**config.mk**
```make
export PLATFORM = sky130hd
export DESIGN_NAME = digit_serial_addsub_flat
export DESIGN_NICKNAME = d
export VERILOG_FILES = /design/src/rtl/digit_serial_addsub_pkg.sv /design/src/rtl/digit_serial_addsub_if.sv /design/src/rtl/digit_serial_addsub_add_chunk.sv /design/src/rtl/digit_serial_addsub.sv /design/src/flat_wrapper.sv
export SDC_FILE = /design/constraint.sdc
export NUM_CORES = 1
export LEC_CHECK = 0
export ABC_AREA = 0
export CAP_MARGIN = 20
export CORE_ASPECT_RATIO = 0.8
export CORE_MARGIN = 8
export CORE_UTILIZATION = 45
export DETAILED_ROUTE_END_ITERATION = 7
export PLACE_DENSITY_LB_ADDON = 0.15
export SETUP_SLACK_MARGIN = 0.3
export SKIP_CTS_REPAIR_TIMING = 1
export SYNTH_ARGS = -nofsm -noshare
export SYNTH_HDL_FRONTEND = slang
export SYNTH_SLANG_ARGS = --single-unit
```
**constraint.sdc**
```tcl
create_clock -name clk -period 2.2 [get_ports clk]
set_input_delay 0.44 -clock clk [delete_from_list [all_inputs] [get_ports clk]]
set_output_delay 0.44 -clock clk [all_outputs]
set_load 0.01 [all_outputs]
```
**src/rtl/digit_serial_addsub_pkg.sv**
```systemverilog
// Shared definitions for the digit-serial adder/subtractor: FSM state encoding
// and the counter-width helper.
package digit_serial_addsub_pkg;

  typedef enum logic [1:0] {
    IDLE = 2'd0,
    RUN  = 2'd1,
    FIN  = 2'd2
  } state_t;

  // A single-digit configuration still needs a one-bit counter.
  function automatic int cnt_width(input int ndig);
    return (ndig <= 2) ? 1 : $clog2(ndig);
  endfunction

endpackage

```
**src/rtl/digit_serial_addsub_if.sv**
```systemverilog
// START/BUSY/DONE handshake plus operand and result bus between the control unit
// and the digit-serial adder/subtractor.
interface digit_serial_addsub_if #(
  parameter int WIDTH = 16
) ();

  logic             start;
  logic             sub;
  logic             cin;
  logic [WIDTH-1:0] x;
  logic [WIDTH-1:0] y;
  logic             busy;
  logic             done;
  logic [WIDTH-1:0] w;
  logic             cout;
  logic             ovf;

  modport master (
    output start, sub, cin, x, y,
    input  busy, done, w, cout, ovf
  );

  modport slave (
    input  start, sub, cin, x, y,
    output busy, done, w, cout, ovf
  );

endinterface

```
**src/rtl/digit_serial_addsub_add_chunk.sv**
```systemverilog
// DIGIT-wide ripple of full-adder cells; also exposes the carry into its top bit
// so the parent can form the signed-overflow term.
module add_chunk #(
  parameter int DIGIT = 4
) (
  input  logic [DIGIT-1:0] a,
  input  logic [DIGIT-1:0] b,
  input  logic             cin,
  output logic [DIGIT-1:0] s,
  output logic             cout,
  output logic             cmsb
);

  logic carry;

  always_comb begin
    carry = cin;
    cmsb  = cin;
    s     = '0;
    for (int i = 0; i < DIGIT; i++) begin
      if (i == DIGIT - 1) cmsb = carry;
      s[i]  = a[i] ^ b[i] ^ carry;
      carry = (a[i] & b[i]) | (carry & (a[i] ^ b[i]));
    end
    cout = carry;
  end

endmodule

```
**src/rtl/digit_serial_addsub.sv**
```systemverilog
// Multi-cycle adder/subtractor: consumes DIGIT bits per clock, LSB digit first,
// using a single DIGIT-wide adder chunk behind a START/BUSY/DONE handshake.
module digit_serial_addsub
  import digit_serial_addsub_pkg::*;
#(
  parameter int WIDTH = 16,
  parameter int DIGIT = 4
) (
  input logic                 clk,
  input logic                 rst_n,
  digit_serial_addsub_if.slave bus
);

  localparam int NDIG = WIDTH / DIGIT;
  localparam int CW   = cnt_width(NDIG);
  localparam logic [CW-1:0] LAST = CW'(NDIG - 1);

  if (WIDTH < 2 || DIGIT < 1 || (WIDTH % DIGIT) != 0) begin : g_bad_params
    $fatal(1, "digit_serial_addsub: WIDTH must be >= 2 and a multiple of DIGIT");
  end

  state_t           state;
  logic [CW-1:0]    cnt;
  logic [WIDTH-1:0] a;
  logic [WIDTH-1:0] b;
  logic [WIDTH-1:0] res;
  logic [WIDTH-1:0] res_next;
  logic             c;
  logic [DIGIT-1:0] s;
  logic             c_next;
  logic             cmsb;
  logic             busy;
  logic             done;
  logic [WIDTH-1:0] w;
  logic             cout;
  logic             ovf;

  add_chunk #(.DIGIT(DIGIT)) u_chunk (
    .a    (a[DIGIT-1:0]),
    .b    (b[DIGIT-1:0]),
    .cin  (c),
    .s    (s),
    .cout (c_next),
    .cmsb (cmsb)
  );

  // New digits enter at the top so the LSB digit ends up at bit 0 after NDIG shifts.
  always_comb begin
    res_next = (res >> DIGIT) | (WIDTH'(s) << (WIDTH - DIGIT));
  end

  always_ff @(posedge clk or negedge rst_n) begin
    if (!rst_n) begin
      state <= IDLE;
      cnt   <= '0;
      a     <= '0;
      b     <= '0;
      res   <= '0;
      c     <= 1'b0;
      busy  <= 1'b0;
      done  <= 1'b0;
      w     <= '0;
      cout  <= 1'b0;
      ovf   <= 1'b0;
    end else begin
      done <= 1'b0;
      case (state)
        RUN: begin
          a   <= a >> DIGIT;
          b   <= b >> DIGIT;
          c   <= c_next;
          res <= res_next;
          cnt <= cnt + CW'(1);
          if (cnt == LAST) begin
            w     <= res_next;
            cout  <= c_next;
            ovf   <= cmsb ^ c_next;
            busy  <= 1'b0;
            done  <= 1'b1;
            state <= FIN;
          end
        end
        default: begin
          // Subtraction is X + ~Y + ~borrow, so the same chunk serves both modes.
          if (bus.start) begin
            a     <= bus.x;
            b     <= bus.sub ? ~bus.y : bus.y;
            c     <= bus.cin ^ bus.sub;
            res   <= '0;
            cnt   <= '0;
            busy  <= 1'b1;
            state <= RUN;
          end else begin
            state <= IDLE;
          end
        end
      endcase
    end
  end

  assign bus.busy = busy;
  assign bus.done = done;
  assign bus.w    = w;
  assign bus.cout = cout;
  assign bus.ovf  = ovf;

endmodule

```
**src/flat_wrapper.sv**
```systemverilog
// flat-port wrapper written by rule: the top's interface ports become plain ports
module digit_serial_addsub_flat import digit_serial_addsub_pkg::*;
#(
  parameter int WIDTH = 16,
  parameter int DIGIT = 4
)
  (clk, rst_n, bus_start, bus_sub, bus_cin, bus_x, bus_y, bus_busy, bus_done, bus_w, bus_cout, bus_ovf);
  digit_serial_addsub_if #(.WIDTH(WIDTH)) bus_i ();
  input logic clk;
  input logic rst_n;
  input wire logic [$bits(bus_i.start)-1:0] bus_start;
  input wire logic [$bits(bus_i.sub)-1:0] bus_sub;
  input wire logic [$bits(bus_i.cin)-1:0] bus_cin;
  input wire logic [$bits(bus_i.x)-1:0] bus_x;
  input wire logic [$bits(bus_i.y)-1:0] bus_y;
  output wire logic [$bits(bus_i.busy)-1:0] bus_busy;
  output wire logic [$bits(bus_i.done)-1:0] bus_done;
  output wire logic [$bits(bus_i.w)-1:0] bus_w;
  output wire logic [$bits(bus_i.cout)-1:0] bus_cout;
  output wire logic [$bits(bus_i.ovf)-1:0] bus_ovf;
  assign bus_i.start = bus_start;
  assign bus_i.sub = bus_sub;
  assign bus_i.cin = bus_cin;
  assign bus_i.x = bus_x;
  assign bus_i.y = bus_y;
  assign bus_busy = bus_i.busy;
  assign bus_done = bus_i.done;
  assign bus_w = bus_i.w;
  assign bus_cout = bus_i.cout;
  assign bus_ovf = bus_i.ovf;
  digit_serial_addsub #(.WIDTH(WIDTH), .DIGIT(DIGIT)) u_core (.clk(clk), .rst_n(rst_n), .bus(bus_i));
endmodule
```
# == Yosys cells after proc, flatten, opt, wreduce, memory -nomap -nowiden ==
# Index checks and enable logic that the tools add are counted.
# word_totals
register_bits,73
output_inout_bits,20
# classes
add_sub_neg,1
n_eq_ne,3
mux,19
n_bitwise,24
reduce_logical,3
# ops
operator,n
16-bit 2-to-1 mux,7
16-bit inverter,1
12-bit by 16-bit OR with 16-bit output,1
1-bit bitwise XOR,10
1-bit bitwise AND,8
1-bit 2-to-1 mux,8
2-bit 2-to-1 mux,4
1-bit OR,4
2-bit AND reduction,2
"2-bit by 1-bit adder with 2-bit output, second input constant",1
"2-bit by 1-bit equality test with 1-bit output, second input constant",1
"2-bit equality test, second input constant",1
"2-bit by 1-bit inequality test with 1-bit output, second input constant",1
2-bit nonzero test,1

# == Longest topological paths before layout ==
# Gate-level depths: netlist of run 1.
# depth
depth_word,10
mapped_depth,10
ltp_nobuf,10

# == Cells and area by module ==
# From an unflattened synthesis of run 1, not the netlist that was laid out.
# hier_totals
cells_unflattened,279
area_unflattened_um2,3154.3
# modules_own_cells
module,instances,cells_per_inst,area_each_um2,seq_area_each_um2
digit_serial_addsub,1,267,3044.2,1726.7
add_chunk,1,12,110.1,0.0

# == Least setup slack after synthesis of run 1 ==
# No wires, ideal clock.
# synth_path
path_type,reg-to-reg
startpoint,register u_core.c
endpoint,"register u_core.w[15], in the netlist u_core.bus.w[15]"
setup_time_ns,0.125
t_arrival_ns,2.241
required_ns,2.075
setup_slack_ns,-0.166
stages_incl_launch_ff,10
path_buffers,0
path_cell_list,dfrtp_1 > inv_1 > fa_1 > inv_1 > fa_1 > inv_1 > fa_1 > inv_1 > fa_1 > mux2_2
# synth_between
elab_chain_cells,8
# synth_rtl
item,line,source
"start, declared",digit_serial_addsub.sv:28,logic c;
"start signal, assigned",digit_serial_addsub.sv:71,c <= c_next;
"start signal, assigned",digit_serial_addsub.sv:88,c <= bus.cin ^ bus.sub;
1-bit bitwise AND,digit_serial_addsub_add_chunk.sv:23,carry = (a[i] & b[i]) | (carry & (a[i] ^ b[i]));
1-bit OR,digit_serial_addsub_add_chunk.sv:23,
1-bit bitwise AND,digit_serial_addsub_add_chunk.sv:23,
1-bit OR,digit_serial_addsub_add_chunk.sv:23,
1-bit bitwise AND,digit_serial_addsub_add_chunk.sv:23,
1-bit OR,digit_serial_addsub_add_chunk.sv:23,
1-bit bitwise XOR,digit_serial_addsub_add_chunk.sv:22,s[i] = a[i] ^ b[i] ^ carry;
12-bit by 16-bit OR with 16-bit output,digit_serial_addsub.sv:49,res_next = (res >> DIGIT) | (WIDTH'(s) << (WIDTH - DIGIT));
named net u_core.res_next[15],digit_serial_addsub.sv:27,logic [WIDTH-1:0] res_next;
"end signal, assigned",digit_serial_addsub.sv:75,w <= res_next;
"end, declared",digit_serial_addsub.sv:34,logic [WIDTH-1:0] w;
# The timed path passes the listed nets, and every way through them passes these cells.
# A chain may end at the register's enable or synchronous reset.

# == Worst setup path in the final report of run 1 ==
# layout_path
startpoint,register u_core.a[0]
endpoint,"register u_core.w[15], in the netlist u_core.bus.w[15]"
# layout_between
elab_chain_cells,9
elab_cells_between_ends,10
# layout_rtl
item,line,source
"start, declared",digit_serial_addsub.sv:24,logic [WIDTH-1:0] a;
"start signal, assigned",digit_serial_addsub.sv:69,a <= a >> DIGIT;
"start signal, assigned",digit_serial_addsub.sv:86,a <= bus.x;
1-bit bitwise XOR,digit_serial_addsub_add_chunk.sv:23,
1-bit bitwise AND,digit_serial_addsub_add_chunk.sv:23,
1-bit OR (*),digit_serial_addsub_add_chunk.sv:23,
1-bit bitwise AND (*),digit_serial_addsub_add_chunk.sv:23,
1-bit OR (*),digit_serial_addsub_add_chunk.sv:23,
1-bit bitwise AND (*),digit_serial_addsub_add_chunk.sv:23,
1-bit OR (*),digit_serial_addsub_add_chunk.sv:23,
1-bit bitwise XOR (*),digit_serial_addsub_add_chunk.sv:22,
12-bit by 16-bit OR with 16-bit output (*),digit_serial_addsub.sv:49,
named net u_core.res_next[15],digit_serial_addsub.sv:27,
# The timed path passes the listed nets; every way through them passes the cells marked *.

==> results.py, run 1 <==
metrics = {
    "placed_design": {
        "placed_area_um2": 3770,
        "port_buffers": 56,
        "dp_hpwl_um": 4280,
        "globalplace.congestion": 0.686,
    },
    "sta": {
        "fin_skew_ns": 0.0122,
        "tightest_slew_ns": 0.775,
        "fin_ws_ns": -0.0870,
        "setup_viol": 1,
        "rsz0062_at_grt": "true",
        "fmax_mhz": 437,
        "timing.final.crit_share_pct": 104,
        "relSlewSlack_pct": 48.3,
        "fin_crit_ns": 2.29,
        "hold_viol": 0,
        "drv_slew": 0,
    },
    "routing": {
        "drt_pass1_iterations": 4,
        "drcViolationCount": 0,
        "dr.first_iter.drc_count": 55,
        "via_per_inst": 4.97,
        "ant_nets": 0,
        "wirelength_um": 6260,
        "vias": 2116,
        "wl_per_cell_um": 14.7,
    },
    "grt": {
        "grt_overflow": 0,
        "grt_pass1_vias": 2199,
        "gr-usage-all-layers_pct": 13.6,
        "grt_pass1_wl_um": 10700,
        "grt_max_degree": 70,
        "antenna_found_initial": 0,
    },
    "synthesis": {
        "yosys-top-cells-count": "dfrtp_1 (69), nand2_1 (50), o21ai_0 (33)",
        "syn-instance-count": 278,
        "synth_top_area_share_pct": 54.7,
        "postSynth.asyncResetShare_pct": 100,
        "synth_seq_area_share_pct": 54.7,
        "synth_edf_count": 0,
        "syn-num-nets": 320,
        "synth_top_cell_by_area": "dfrtp_1",
        "synth_cell_type_count": 23,
        "synth_area_leaders": "dfrtp_1 (55%), mux2i_1 (9.2%), nand2_1 (5.9%)",
        "ys_ff_latch": 69,
        "avgSynthCellArea_um2": 11.4,
        "yosys_warnings": 0,
        "synth.most_common_cell": "dfrtp_1",
        "mappedNetlistArea_um2": 3160,
        "synthFlopType": "dfrtp_1",
    },
    "setup_path": {
        "rrSetupSlack_ns": -0.09,
        "cp_data_required_time_ns": 2.43,
        "cp-endpoint": "u_core.bus.w[15]",
        "crit_chain": "inv_2, fa_2, inv_2, fa_2, inv_2, fa_2, inv_2, fa_1, mux2_4",
        "crit_path_top_delay_cell": "fa_1",
        "cp-startpoint": "u_core.a[0]",
        "arrival_ns": 2.52,
        "worst-setup-path-type": "reg -> reg",
        "critPathTopFamily": "adder cells",
        "crit_buf_inv": 4,
        "critPathMaxStageDelay_ns": 0.42,
        "cp.depth": 9,
        "reg2regPathDepth": 9,
        "crit_fanout": 2,
        "end_kind": "flip-flop",
        "cp-start-kind": "flip-flop",
        "cpMostUsedCell": "inv_2",
        "r2r-end": "u_core.bus.w[15]",
        "r2r-start": "u_core.a[0]",
    },
    "cts": {
        "cts_buffers": 9,
        "clockBufferDepth": 2,
        "cts_sinks": 69,
        "cts-htree-levels": 3,
        "cts_tree": "done",
        "clk_latency_ns": 0.35,
        "clockRootBuffer": "clkbuf_8",
        "clkTransAtPathRegs_ns": 0.07,
    },
    "flow_run": {
        "maxCapViolCount": 0,
    },
    "layout": {
        "utilization_pct": 58.5,
        "fin_area_um2": 3990,
        "n_antenna_cell": 0,
        "fillers": 609,
        "multiInputGateArea_um2": 1270,
        "nNetsFinal": 376,
        "area_growth_pct": 26.4,
        "drive_gt1_share_pct": 15.3,
        "seq_area_um2": 1730,
    },
    "die": {
        "dieArea_um2": 9960,
        "fp.dieW_um": 110,
        "rows": 27,
        "dieHeight_um": 90.9,
        "io_pins": 57,
        "initial_core_util_pct": 46.2,
        "coreArea_um2": 6820,
    },
    "pwr": {
        "p_leak_nw": 1.88,
        "pwr_density_cell_nw_per_um2": 1270,
        "vdd_drop_max_v": 0.000466,
    },
    "run_status": {
        "status": "finished with violations",
        "failed_checks": "setup timing",
    },
    "hold_path": {
        "hp-class": "in -> async",
    },
}
metrics by stage:
step	TNS [ns]	hold WS, ns	worst slack [ns]	power (mW)	instances
2_1_floorplan	-0.0109	0.144	-0.0109	3.31	278
3_3_place_gp	-0.0383	0.456	-0.0383	3.96	409
3_5_place_dp	-0.0667	0.463	-0.0667	4.03	409
4_1_cts	-0.0865	0.109	-0.0865	5.12	425
5_1_grt	-0.246	0.112	-0.166	5.44	426
6_report	-0.0870	0.102	-0.0870	5.06	426
registers in the layout, summed over array words and instances (netlist names):
signal,cells
u_core.bus.ovf,1
u_core.c,1
u_core.a,16
u_core.state,2
u_core.b,16
u_core.bus.done,1
u_core.bus.busy,1
u_core.bus.cout,1
u_core.res,12
u_core.bus.w,16
u_core.cnt,2
area by class of cell:
class / count / area share [%]
Tap cell: 87 / 2.73
Sequential cell: 69 / 43.3
Clock buffer: 10 / 3.45
Clock inverter: 6 / 1.76
Multi-Input combinational cell: 180 / 31.9
Inverter: 10 / 0.941
Timing Repair Buffer: 64 / 15.9
worst min-delay path by stage:
stage,from,to,slack [ns],depth (start not counted)
3_5_place_dp,u_core.b[5],u_core.b[1],0.46,2
4_1_cts,rst_n,u_core.b[3],0.11,2
6_report,rst_n,u_core.a[13],0.10,2
5_1_grt,rst_n,u_core.bus.w[7],0.11,2
2_1_floorplan,rst_n,u_core.a[0],0.14,0
3_3_place_gp,u_core.b[6],u_core.b[2],0.46,2
power by group:
part / switching, mW / internal, mW / leakage [nW]
registers: 0.316 / 1.80 / 0.892
logic: 0.942 / 0.926 / 0.890
clock network: 0.516 / 0.562 / 0.0955
total: 1.77 / 3.29 / 1.88
worst reg2reg max path, delay by kind of cell (launching register included):
kind | cells | cell delay [ns]
flip-flops | 1 | 0.37
buffers and inverters | 4 | 0.21
multiplexers | 1 | 0.28
adder cells (fa/ha/maj) | 4 | 1.31
metal layers:
| metal | global-route usage (%) | routed length (µm) |
|---|---|---|
| met1 | 18.0 | 3000 |
| met2 | 19.4 | 2760 |
| met3 | 6.06 | 422 |
| met4 | 4.04 | 73 |
| met5 | 0 | 0 |
kinds of logic after synthesis:
| logic type | after synthesis | share of synthesized area, % |
|---|---|---|
| DFF | 69 | 54.7 |
| AOI/OAI and AO/OA | 39 | 6.19 |
| adders and majority gates | 5 | 2.93 |
| buffers and inverters | 29 | 5.31 |
| xor gates and xnor gates | 18 | 5.00 |
| and+or+nand+nor | 73 | 10.9 |
| muxes | 45 | 14.9 |
cell usage in the layout (no fill, tap or decap), drive strengths merged, types with 3 or more instances in the layout:
cell           count
clkinvlp           3
clkbuf            10
mux2              16
mux2i             29
inv               12
fa                 4
clkdlybuf4s50     54
xnor2              4
dfrtp             69
o21ai             34
nor2               7
xor2              14
nand2             50
buf               10
nand3b            14
a21oi              5
No activity file was read; power rests on OpenSTA's default activity.
==> run 2: changes to the inputs <==
--- a/config.mk
+++ b/config.mk
@@ -9,7 +9,7 @@
 export CAP_MARGIN = 20
 export CORE_ASPECT_RATIO = 0.8
 export CORE_MARGIN = 8
-export CORE_UTILIZATION = 45
+export CORE_UTILIZATION = 47
 export DETAILED_ROUTE_END_ITERATION = 7
 export PLACE_DENSITY_LB_ADDON = 0.15
 export SETUP_SLACK_MARGIN = 0.3
==> constraint.sdc (replaced) <==
create_clock -name clk -period 1.8 [get_ports clk]
set_input_delay 0.36 -clock clk [delete_from_list [all_inputs] [get_ports clk]]
set_output_delay 0.36 -clock clk [all_outputs]
set_load 0.01 [all_outputs]
==> run 2 against run 1 <==
  * The run ends with hold timing, setup timing left
  * Global-route usage up 0.59 points
  * Power up 27%
  * Utilization grew 5.5 points
  * Wire length increased by 2.7%
  * Sequential power grew 22%
  * Non-clock buffer count rose by 1
  * Via count decreased by 0.85%
  * Count of clock-buffer cells in the layout rose by 1
  * Fmax is 1.4% lower
  * Critical endpoint unchanged
  * Highest routed layer unchanged
==> results.py, run 2 (synthesized netlist as in run 1, its figures left out) <==
metrics = {
    "run_status": {
        "failed_checks": "hold timing, setup timing",
        "status": "finished with violations",
    },
    "placed_design": {
        "dp_hpwl_um": 4410,
        "place_ws_ns": -0.490,
        "globalplace.congestion": 0.731,
        "port_buffers": 56,
        "post-place-cells": 408,
        "placed_area_um2": 3810,
    },
    "sta": {
        "timing.final.crit_share_pct": 129,
        "setup_viol": 5,
        "setup_tns_ns": -1.63,
        "rsz0062_at_grt": "true",
        "whs_ns": -0.0131,
        "relSlewSlack_pct": 64.0,
        "fin_ws_ns": -0.520,
        "fin_crit_ns": 2.32,
        "tightest_slew_ns": 0.540,
        "drv_slew": 0,
        "fmax_mhz": 431,
        "hold_viol": 6,
        "fin_skew_ns": 0.0121,
    },
    "layout": {
        "top_regs": "u_core.a x16, u_core.b x16, u_core.bus.w x16",
        "fin_area_um2": 4120,
        "layout_commonest_cell": "dfrtp_1",
        "final_cell_mix": "dfrtp_1 (69), nand2_1 (50), clkdlybuf4s50_1 (34)",
        "drive_gt1_share_pct": 15.9,
        "stdcell_count": 424,
        "fillers": 523,
        "n_antenna_cell": 0,
        "area_growth_pct": 30.5,
        "nNetsFinal": 377,
    },
    "setup_path": {
        "crit_fanout": 2,
        "end_kind": "flip-flop",
        "r2r-start": "u_core.c",
        "cp-startpoint": "u_core.c",
        "worst-setup-path-type": "reg -> reg",
        "reg2regPathDepth": 9,
        "cp-start-kind": "flip-flop",
        "cp_data_required_time_ns": 2.03,
        "arrival_ns": 2.55,
    },
    "pwr": {
        "power_frac_seq_pct": 40.1,
        "p_sw_mw": 2.15,
        "p_leak_nw": 2.20,
        "p_int_mw": 4.28,
        "power_frac_clock_pct": 24.0,
        "vdd_drop_max_v": 0.000884,
        "power_frac_comb_pct": 35.8,
        "switching_share_pct": 33.4,
        "pwr_density_cell_nw_per_um2": 1560,
    },
    "routing": {
        "wirelength_um": 6430,
        "ant_nets": 0,
        "wl_met2_um": 3020,
        "drt_pass1_iterations": 4,
        "wl_met1_um": 3070,
        "wl_met3_um": 275,
        "top_layer_used": "met4",
        "drcViolationCount": 0,
        "dr.first_iter.drc_count": 80,
        "via_per_inst": 4.95,
        "wl_per_cell_um": 15.2,
        "vias": 2098,
    },
    "die": {
        "dieHeight_um": 89.3,
        "io_pins": 57,
        "initial_core_util_pct": 49.0,
        "rows": 26,
        "fp.dieW_um": 108,
        "dieArea_um2": 9610,
        "coreArea_um2": 6440,
    },
    "grt": {
        "antenna_found_initial": 0,
        "grt_pass1_vias": 2218,
        "grt_overflow": 0,
        "gr-usage-all-layers_pct": 14.2,
        "grt_max_degree": 53,
        "grt_pass1_wl_um": 10500,
    },
    "hold_path": {
        "hp-class": "in -> async",
    },
    "cts": {
        "cts-htree-levels": 3,
        "clockBufferDepth": 2,
        "clockRootBuffer": "clkbuf_8",
        "clk_latency_ns": 0.35,
        "clkTransAtPathRegs_ns": 0.08,
        "cts_tree": "done",
        "cts_buffers": 9,
        "cts_sinks": 69,
    },
    "flow_run": {
        "maxCapViolCount": 0,
    },
}
## run 2: cell count changes in the layout (fill, tap and decap cells not counted), sizes merged
cell | previous run | this run
bufinv | 1 | 3
buf | 10 | 11
dlymetal6s2s | 0 | 20
clkbuf | 10 | 11
inv | 12 | 11
clkinvlp | 3 | 1
clkdlybuf4s50 | 54 | 34
## run 2: final timing paths
| check | end | slack (ns) |
|---|---|---|
| max in group asynchronous | u_core.res[14] | 1.29 |
| min in group clk | u_core.b[11] | 0.48 |
| max reg2reg | u_core.bus.w[15] | -0.52 |
| min reg2reg | u_core.b[11] | 0.48 |
| max | u_core.bus.w[15] | -0.52 |
| min | u_core.res[15] | -0.01 |
## run 2: power groups by stage
stage               Clock, mW  Combinational, mW  Sequential (mW)
detailed placement          0               2.36             2.62
floorplan                   0               1.46             2.60
finish                   1.55               2.30             2.58
CTS                      1.58               2.37             2.59
global route             1.64               2.59             2.66
global placement            0               2.29             2.59
## run 2: final cells by class
class	count	area (µm²)	area share, %
Clock buffer	11	141	3.43
Clock inverter	5	106	2.58
Inverter	10	37.5	0.911
Multi-Input combinational cell	180	1280	31.2
Sequential cell	69	1730	41.9
Tap cell	84	105	2.55
Timing Repair Buffer	65	718	17.4
## run 2: per-layer routing
metal / track usage [%] / vias to the layer above
met5: 0 / -
met4: 4.52 / 0
met3: 5.55 / 7
met2: 22.1 / 46
met1: 17.7 / 1013
li1: - / 1032
## run 2: critical path, stage by stage (launching register included)
cell and delay (ns):
dfrtp_1 0.36, inv_2 0.05, fa_2 0.38, inv_2 0.06, fa_2 0.18, inv_2 0.04
fa_2 0.37, inv_2 0.07, fa_2 0.44, mux2_4 0.27
## run 2: stage by stage
step	util, %	power (mW)
2_1_floorplan	-	4.06
3_3_place_gp	59.2	4.88
3_5_place_dp	59.2	4.97
4_1_cts	63.1	6.54
5_1_grt	63.9	6.90
6_report	63.9	6.43
==> run 3: changes to the inputs <==
--- a/config.mk
+++ b/config.mk
@@ -10,6 +10,7 @@
 export CORE_ASPECT_RATIO = 0.8
 export CORE_MARGIN = 8
 export CORE_UTILIZATION = 47
+export CTS_CLUSTER_DIAMETER = 60
 export DETAILED_ROUTE_END_ITERATION = 7
 export PLACE_DENSITY_LB_ADDON = 0.15
 export SETUP_SLACK_MARGIN = 0.3
==> constraint.sdc (replaced) <==
create_clock -name clk -period 3 [get_ports clk]
set_input_delay 0.6 -clock clk [delete_from_list [all_inputs] [get_ports clk]]
set_output_delay 0.6 -clock clk [all_outputs]
set_load 0.01 [all_outputs]
==> run 3 against run 2 <==
  * Register-to-register slack improved by 1.0 ns
  * Power fell by 40%
  * Critical endpoint unchanged
  * Largest cell class unchanged
  * The run now ends clean
  * Wire length barely moved
  * Sequential power fell by 40%
==> results.py, run 3 (synthesized netlist as in run 1, its figures left out) <==
metrics = {
    "grt": {
        "grt_max_degree": 53,
        "grt_pass1_vias": 2232,
        "antenna_found_initial": 0,
        "grt_overflow": 0,
        "gr-usage-all-layers_pct": 14.2,
        "grt_pass1_wl_um": 10500,
    },
    "cts": {
        "cts_buffers": 9,
        "cts_tree": "done",
        "clk_latency_ns": 0.34,
        "clkTransAtPathRegs_ns": 0.07,
        "cts-htree-levels": 3,
        "cts_sinks": 69,
        "clockBufferDepth": 2,
        "clockRootBuffer": "clkbuf_8",
    },
    "sta": {
        "rsz0062_at_grt": "false",
        "relSlewSlack_pct": 45.3,
        "hold_viol": 0,
        "whs_ns": 0.226,
        "fmax_mhz": 405,
        "timing.final.crit_share_pct": 82.4,
        "fin_ws_ns": 0.528,
        "setup_tns_ns": 0,
        "setup_viol": 0,
        "tightest_slew_ns": 0.817,
        "fin_skew_ns": 0.00760,
        "drv_slew": 0,
        "fin_crit_ns": 2.47,
    },
    "placed_design": {
        "place_ws_ns": 0.534,
        "globalplace.congestion": 0.737,
        "dp_hpwl_um": 4420,
        "post-place-cells": 405,
        "port_buffers": 56,
        "placed_area_um2": 3740,
    },
    "layout": {
        "stdcell_count": 421,
        "area_growth_pct": 27.1,
        "layout_commonest_cell": "dfrtp_1",
        "final_cell_mix": "dfrtp_1 (69), clkdlybuf4s50_1 (54), nand2_1 (50)",
        "fin_area_um2": 4010,
        "nNetsFinal": 374,
        "utilization_pct": 62.3,
        "drive_gt1_share_pct": 12.5,
        "top_regs": "u_core.a x16, u_core.b x16, u_core.bus.w x16",
        "n_antenna_cell": 0,
        "fillers": 522,
    },
    "pwr": {
        "p_leak_nw": 1.91,
        "pwr_density_cell_nw_per_um2": 965,
        "p_total_mw": 3.87,
        "vdd_drop_max_v": 0.000413,
    },
    "hold_path": {
        "hp-class": "in -> async",
    },
    "die": {
        "initial_core_util_pct": 49.0,
        "fp.dieW_um": 108,
        "coreArea_um2": 6440,
        "dieHeight_um": 89.3,
        "io_pins": 57,
        "dieArea_um2": 9610,
        "rows": 26,
    },
    "routing": {
        "vias": 2102,
        "wl_per_cell_um": 15.3,
        "via_per_inst": 4.99,
        "wirelength_um": 6430,
        "ant_nets": 0,
        "drt_pass1_iterations": 4,
        "drcViolationCount": 0,
        "dr.first_iter.drc_count": 109,
    },
    "setup_path": {
        "crit_fanout": 2,
        "end_kind": "flip-flop",
        "cp-start-kind": "flip-flop",
        "worst-setup-path-type": "reg -> reg",
        "arrival_ns": 2.70,
        "cp_data_required_time_ns": 3.23,
    },
    "flow_run": {
        "maxCapViolCount": 0,
    },
    "run_status": {
        "status": "complete, no violations",
    },
}
[run 3: changes by cell type in the layout (fill, tap and decap cells not counted), sizes merged]
cell	change
bufinv	+1
buf	-3
clkbuf	-1
clkinv	+2
clkdlybuf4s50	+20
clkinvlp	-1
inv	-1
dlymetal6s2s	-20
[run 3: power by group]
group / internal [mW] / switching [mW] / total [mW] / leakage [nW]
logic: 0.631 / 0.685 / 1.32 / 0.877
registers: 1.32 / 0.224 / 1.54 / 0.892
clock network: 0.659 / 0.354 / 1.01 / 0.136
total: 2.61 / 1.26 / 3.87 / 1.91
[run 3: worst max-delay path, stage by stage (launching register included)]
cell and delay (ns):
dfrtp_1 0.35, inv_1 0.06, fa_1 0.40, inv_1 0.08
fa_1 0.17, inv_1 0.06, fa_1 0.47, inv_1 0.10
fa_1 0.40, mux2_2 0.27
[run 3: final cells by class]
cell class	count	area, µm²	area share (%)
tap	84	105	2.62
inverter	10	37.5	0.936
clock buffer	10	138	3.43
sequential	69	1730	43.0
multi-input combinational	180	1260	31.5
timing repair buffer	62	608	15.2
clock inverter	6	134	3.34
[run 3: routing by layer]
metal	part of all wire [%]	up-vias	global-route usage, %
met4	1.3	0	6.41
met3	6.1	9	5.26
met2	45	45	22.6
met1	47	1025	17.0
met5	0	-	0
li1	-	1023	-
[run 3: path summary, 6_finish.rpt]
path	start	endpoint	slack [ns]	depth (start not counted)
max	u_core.c	u_core.bus.w[15]	0.53	9
min	rst_n	u_core.res[7]	0.23	1
max reg2reg	u_core.c	u_core.bus.w[15]	0.53	9
min reg2reg	u_core.a[5]	u_core.a[1]	0.48	2
max in group asynchronous	rst_n	u_core.a[15]	2.03	2
min in group clk	u_core.a[5]	u_core.a[1]	0.48	2
